--- config.mk ---
export PLATFORM = sky130hd
export DESIGN_NAME = cordic_phase_sequencer
export DESIGN_NICKNAME = d
export VERILOG_FILES = /design/src/rtl/cordic_pkg.sv /design/src/rtl/cordic_quadrant_fold.sv /design/src/rtl/cordic_phase_sequencer.sv
export SDC_FILE = /design/constraint.sdc
export NUM_CORES = 1
export LEC_CHECK = 0
export ABC_AREA = 1
export CORE_MARGIN = 5
export CORE_UTILIZATION = 53
export CTS_CLUSTER_SIZE = 20
export DETAILED_ROUTE_END_ITERATION = 16
export PLACE_DENSITY = 0.81
export SYNTH_ARGS = -nofsm -noshare
export SYNTH_HDL_FRONTEND = slang
export SYNTH_SLANG_ARGS = --single-unit
--- constraint.sdc ---
create_clock -name clk -period 2.66 [get_ports clk]
set_input_delay 0.665 -clock clk [delete_from_list [all_inputs] [get_ports clk]]
set_output_delay 0.665 -clock clk [all_outputs]
set_load 0.02 [all_outputs]
--- src/rtl/cordic_pkg.sv ---
// Shared constants and types for the CORDIC phase sequencer.
package cordic_pkg;

    localparam int          ANGLE_W = 32;
    localparam logic [31:0] QUARTER = 32'h4000_0000;
    localparam int          GAIN_K  = 163007430;

    typedef enum logic {
        IDLE = 1'b0,
        RUN  = 1'b1
    } seq_state_t;

    typedef logic [1:0] quadrant_t;

endpackage

--- src/rtl/cordic_quadrant_fold.sv ---
// Combinational quadrant pre-rotation: maps a full-circle phase onto a
// start vector on one of the four axes plus a residual angle in [0, 90deg).
module cordic_quadrant_fold
    import cordic_pkg::*;
#(
    parameter int WIDTH  = 32,
    parameter int GAIN_K = cordic_pkg::GAIN_K
) (
    input  logic [ANGLE_W-1:0] phase,
    output logic [WIDTH-1:0]   x,
    output logic [WIDTH-1:0]   y,
    output logic [ANGLE_W-1:0] angle,
    output logic [1:0]         quadrant
);

    localparam logic [WIDTH-1:0] K_POS = WIDTH'(GAIN_K);
    localparam logic [WIDTH-1:0] K_NEG = ~K_POS + WIDTH'(1);

    quadrant_t q;

    assign q        = quadrant_t'(phase[ANGLE_W-1 -: 2]);
    assign quadrant = q;
    // Residual angle is the phase modulo one quarter turn.
    assign angle    = phase & (QUARTER - 32'd1);

    // Choose the axis-aligned start vector for the quadrant.
    always_comb begin
        x = '0;
        y = '0;
        case (q)
            2'd0: x = K_POS;
            2'd1: y = K_POS;
            2'd2: x = K_NEG;
            default: y = K_NEG;
        endcase
    end

endmodule

--- src/rtl/cordic_phase_sequencer.sv ---
// NCO-style request generator feeding the CORDIC rotation stage. Issues a
// burst (or continuous stream) of quadrant-folded rotation requests under a
// valid/ready handshake.
module cordic_phase_sequencer
    import cordic_pkg::*;
#(
    parameter int WIDTH  = 32,
    parameter int GAIN_K = cordic_pkg::GAIN_K,
    parameter int CNT_W  = 16
) (
    input  logic               clk,
    input  logic               rst_n,
    input  logic               start,
    input  logic               stop,
    input  logic [ANGLE_W-1:0] phase_init,
    input  logic [ANGLE_W-1:0] phase_inc,
    input  logic [CNT_W-1:0]   burst_len,
    input  logic               out_ready,
    output logic               out_valid,
    output logic [WIDTH-1:0]   Xin,
    output logic [WIDTH-1:0]   Yin,
    output logic [ANGLE_W-1:0] angle,
    output logic [1:0]         quadrant,
    output logic               busy,
    output logic               done
);

    seq_state_t         state_reg, state_next;
    logic [ANGLE_W-1:0] acc_reg, acc_next;
    logic [ANGLE_W-1:0] inc_reg, inc_next;
    logic [CNT_W-1:0]   len_reg, len_next;
    logic [CNT_W-1:0]   cnt_reg, cnt_next;

    logic               valid_next, busy_next, done_next;
    logic [WIDTH-1:0]   x_next, y_next;
    logic [ANGLE_W-1:0] angle_next;
    logic [1:0]         quadrant_next;

    logic [ANGLE_W-1:0] fold_phase;
    logic [WIDTH-1:0]   fold_x, fold_y;
    logic [ANGLE_W-1:0] fold_angle;
    logic [1:0]         fold_quadrant;
    logic               load_out;
    logic               fire;

    // The single fold instance sees the phase of whichever sample is presented next.
    cordic_quadrant_fold #(
        .WIDTH  (WIDTH),
        .GAIN_K (GAIN_K)
    ) u_fold (
        .phase    (fold_phase),
        .x        (fold_x),
        .y        (fold_y),
        .angle    (fold_angle),
        .quadrant (fold_quadrant)
    );

    assign fire = out_valid && out_ready;

    // Next-state and output logic: launch on start, advance on transfer, end on count or stop.
    always_comb begin
        state_next    = state_reg;
        acc_next      = acc_reg;
        inc_next      = inc_reg;
        len_next      = len_reg;
        cnt_next      = cnt_reg;
        valid_next    = out_valid;
        busy_next     = busy;
        done_next     = 1'b0;
        fold_phase    = acc_reg + inc_reg;
        load_out      = 1'b0;

        case (state_reg)
            IDLE: begin
                // start wins over a simultaneous stop; stop alone is a no-op here
                if (start) begin
                    acc_next   = phase_init;
                    inc_next   = phase_inc;
                    len_next   = burst_len;
                    cnt_next   = '0;
                    state_next = RUN;
                    valid_next = 1'b1;
                    busy_next  = 1'b1;
                    fold_phase = phase_init;
                    load_out   = 1'b1;
                end
            end
            RUN: begin
                if (fire) begin
                    acc_next = acc_reg + inc_reg;
                    cnt_next = cnt_reg + CNT_W'(1);
                end
                if (stop) begin
                    // A sample transferred alongside stop still counts; nothing more is issued.
                    state_next = IDLE;
                    valid_next = 1'b0;
                    busy_next  = 1'b0;
                end else if (fire) begin
                    if ((len_reg != '0) && (cnt_next == len_reg)) begin
                        state_next = IDLE;
                        valid_next = 1'b0;
                        busy_next  = 1'b0;
                        done_next  = 1'b1;
                    end else begin
                        load_out = 1'b1;
                    end
                end
            end
            default: begin
                state_next = IDLE;
                valid_next = 1'b0;
                busy_next  = 1'b0;
            end
        endcase

        // Output payload only changes when a new sample is presented, so it holds under backpressure.
        x_next        = load_out ? fold_x        : Xin;
        y_next        = load_out ? fold_y        : Yin;
        angle_next    = load_out ? fold_angle    : angle;
        quadrant_next = load_out ? fold_quadrant : quadrant;
    end

    // State, datapath and output registers.
    always_ff @(posedge clk or negedge rst_n) begin
        if (!rst_n) begin
            state_reg <= IDLE;
            acc_reg   <= '0;
            inc_reg   <= '0;
            len_reg   <= '0;
            cnt_reg   <= '0;
            out_valid <= 1'b0;
            busy      <= 1'b0;
            done      <= 1'b0;
            Xin       <= '0;
            Yin       <= '0;
            angle     <= '0;
            quadrant  <= '0;
        end else begin
            state_reg <= state_next;
            acc_reg   <= acc_next;
            inc_reg   <= inc_next;
            len_reg   <= len_next;
            cnt_reg   <= cnt_next;
            out_valid <= valid_next;
            busy      <= busy_next;
            done      <= done_next;
            Xin       <= x_next;
            Yin       <= y_next;
            angle     <= angle_next;
            quadrant  <= quadrant_next;
        end
    end

endmodule

==> run summary <==
io pins - 186
count of cell types in the netlist - 44
total power - 13.57 mW
CTS clk-pin slew, worst paths - 60 ps
Synth-to-Final Area Change - 29.25%
number of port buffers - 181
reg2reg setup slack - 130 ps
chip height - 145 µm
layout cells sized above 1 - 0.1203
HP Class - in2async
ant diodes - 0
Starting Density - 0.5377
Core ar. - 17960 µm²
First-pass DRT Iterations - 5
DRC - 0
TritonCTS buffer count - 17
Pins Over Slew Limit - 0
fin cells - 1784
placed instance count - 1737
PwrDens - 1087 nW/µm²
Slowest-stage cell, CP - dfrtp_1
Final Cycle Share - 0.9504
register area share after synthesis - 0.3523
FF-to-FF path depth - 17
synthesized instance count - 1378
GRT overflow - 0
# H-tree levels - 4
Final Setup Violations - 0
Cell Area, Synth - 9659 µm²
final wirelength - 30220 µm
Rel. slew slack - 0.6307
Yosys warnings - 0
critical path, cell by cell - ha_2 > inv_1 > fa_2 > nand3b_1 > nand2_1 > nand2_1 > nand2_1 > a21oi_1 > or2_2 > nand2_1 > nand2_1 > nand3_1 > nand2_1 > nand2_1 > nand2_1 > nand2_1 > nand2_1
hold buffer count at CTS - 0
first-pass GRT wire length - 46800 µm
Rows - 49
GPL Wtd Cong - 0.9259
routed vias - 9708
design area - 12480 µm²
clk_skew - 9.394 ps
pin count of the biggest net entering global routing - 80
Iter 0 DRT Violations - 720
CP required - 2990 ps
maximum vdd ir drop - 0.0008286 V
Post-synth EDFFs - 0
worst-path maximum fanout - 3
Avg Inst Size Synth - 7.010 µm²
dpl cell area - 11530 µm²
total track usage - 0.2714
CP Class - reg2reg
worst flop-to-flop path endpoint - angle[26]
Clock Sink Count - 136
Antenna Nets Post-Route - 0
Static Leakage - 6.162 nW
Die X-Extent - 145 µm
Synth Register Bits - 136
CP peak stage delay - 360 ps
initial antenna violation count - 0
CTS tree - built
CTS root buf - clkbuf_16
Async S/R FF share, synth - 1.000
dpl hpwl - 22070 µm
final hold violation count - 0
Final nets - 1660
CP arrival - 2860 ps
vias in the first global route - 9288
status - complete, no violations
Via density - 5.442
Worst setup SP type - flop
Die Area - 21030 µm²
Crit. End Element - flop
Final min period - 2528 ps
Highest Clock Rate - 0.3956 GHz
Primary FF master, synth - dfrtp_1
Max-Cap Viols - 0
Wirelength per Cell - 16.94 µm
clock buffer depth - 2
worst-margin pin slew - 553.9 ps
CP most frequent cell - nand2_1
clk_lat worst skew - 430 ps
worst reg2reg path startpoint - inc_reg[0]
-- cells in the mapped netlist (7+ instances only) --
cell | n | area, µm²
a21oi_1 | 52 | 260.3
buf_1 | 8 | 30.03
buf_4 | 63 | 473.0
clkbuf_1 | 22 | 82.58
dfrtp_1 | 136 | 3403
ha_1 | 32 | 400.4
inv_1 | 116 | 435.4
nand2_1 | 514 | 1929
nand2_2 | 7 | 43.79
nand3_1 | 103 | 515.5
nand3_2 | 35 | 350.3
nand4_1 | 13 | 81.33
nor2_1 | 80 | 300.3
nor3_1 | 11 | 55.05
o21ai_0 | 78 | 390.4
o21ai_1 | 9 | 45.04
o22ai_1 | 13 | 81.33
xnor2_1 | 7 | 61.31
xor2_1 | 11 | 96.34
-- placed cells by master (no fill, tap or decap), types with 12 or more instances in the layout --
| master | instances |
|---|---|
| a21oi_1 | 52 |
| buf_4 | 51 |
| clkbuf_16 | 22 |
| clkdlybuf4s50_1 | 179 |
| dfrtp_1 | 133 |
| ha_1 | 29 |
| inv_1 | 116 |
| nand2_1 | 509 |
| nand2_2 | 12 |
| nand3_1 | 98 |
| nand3_2 | 37 |
| nand4_1 | 13 |
| nor2_1 | 77 |
| o21ai_0 | 75 |
| o22ai_1 | 13 |
-- metal layers --
layer,wire (µm),share of wire,track usage
met1,12530,0.41,0.3418
met3,1866,0.062,0.04771
met5,0,0,0
met4,820,0.027,0.09322
met2,15000,0.50,0.4707
-- power breakdown --
group	switching [mW]	internal, mW
Clock	0.985	1.47
Sequential	0.654	2.74
Combinational	4.55	3.16
Total	6.19	7.37
-- repair_timing --
action / 4_1_cts / 5_1_grt
resized for setup: 1 / 35
buffers inserted: 0 / 9
pin swaps: 0 / 19
gates cloned: 0 / 6
setup endpoints to repair: 3 / 38
-- how the worst max path moves through the flow --
stage / end / from / slack [ps]
3_5_place_dp: angle[11] / out_ready / -360
4_1_cts: Yin[27] / inc_reg[0] / 6
3_3_place_gp: quadrant[0] / out_ready / -320
5_1_grt: angle[28] / inc_reg[0] / -40
2_1_floorplan: angle[10] / out_ready / 380
6_report: angle[26] / inc_reg[0] / 130
-- layout make-up --
cell class | count | area (µm²)
clock inverter | 12 | 140.1
tap | 229 | 286.5
inverter | 119 | 455.4
clock buffer | 20 | 466.7
multi-input combinational | 1018 | 5180
fill | 1551 | 5479
timing repair buffer | 250 | 2549
sequential | 136 | 3407
-- worst max-delay path: cells and delay by family (launching register included) --
| family | cells | cell delay, ps |
|---|---|---|
| simple gates | 13 | 1300 |
| compound gates | 1 | 160 |
| fa+ha+maj | 2 | 550 |
| buf+inv | 1 | 50 |
| flops | 1 | 360 |
-- stage by stage --
step / TNS [ps] / util / hold WS, ps / setup WS (ps)
final: 0 / 0.6950 / 203.7 / 131.9
after global routing: -136.5 / 0.6950 / 238.7 / -37.96
after CTS: 0 / 0.6758 / 221.4 / 6.251
after detailed placement: -13100 / 0.6421 / 469.2 / -363.3
after global placement: -11980 / 0.6421 / 461.4 / -322.4
after floorplan: 0 / - / 369.4 / 382.1
-- kinds of logic after synthesis --
family / synth area share
muxes: 0.001036
other: 0.0003882
AOI/OAI and AO/OA: 0.09495
DFF: 0.3523
buffers and inverters: 0.1258
xor gates and xnor gates: 0.02073
adders and majority gates: 0.04352
and+or+nand+nor: 0.3613
Power figures use the tool's default switching activity.
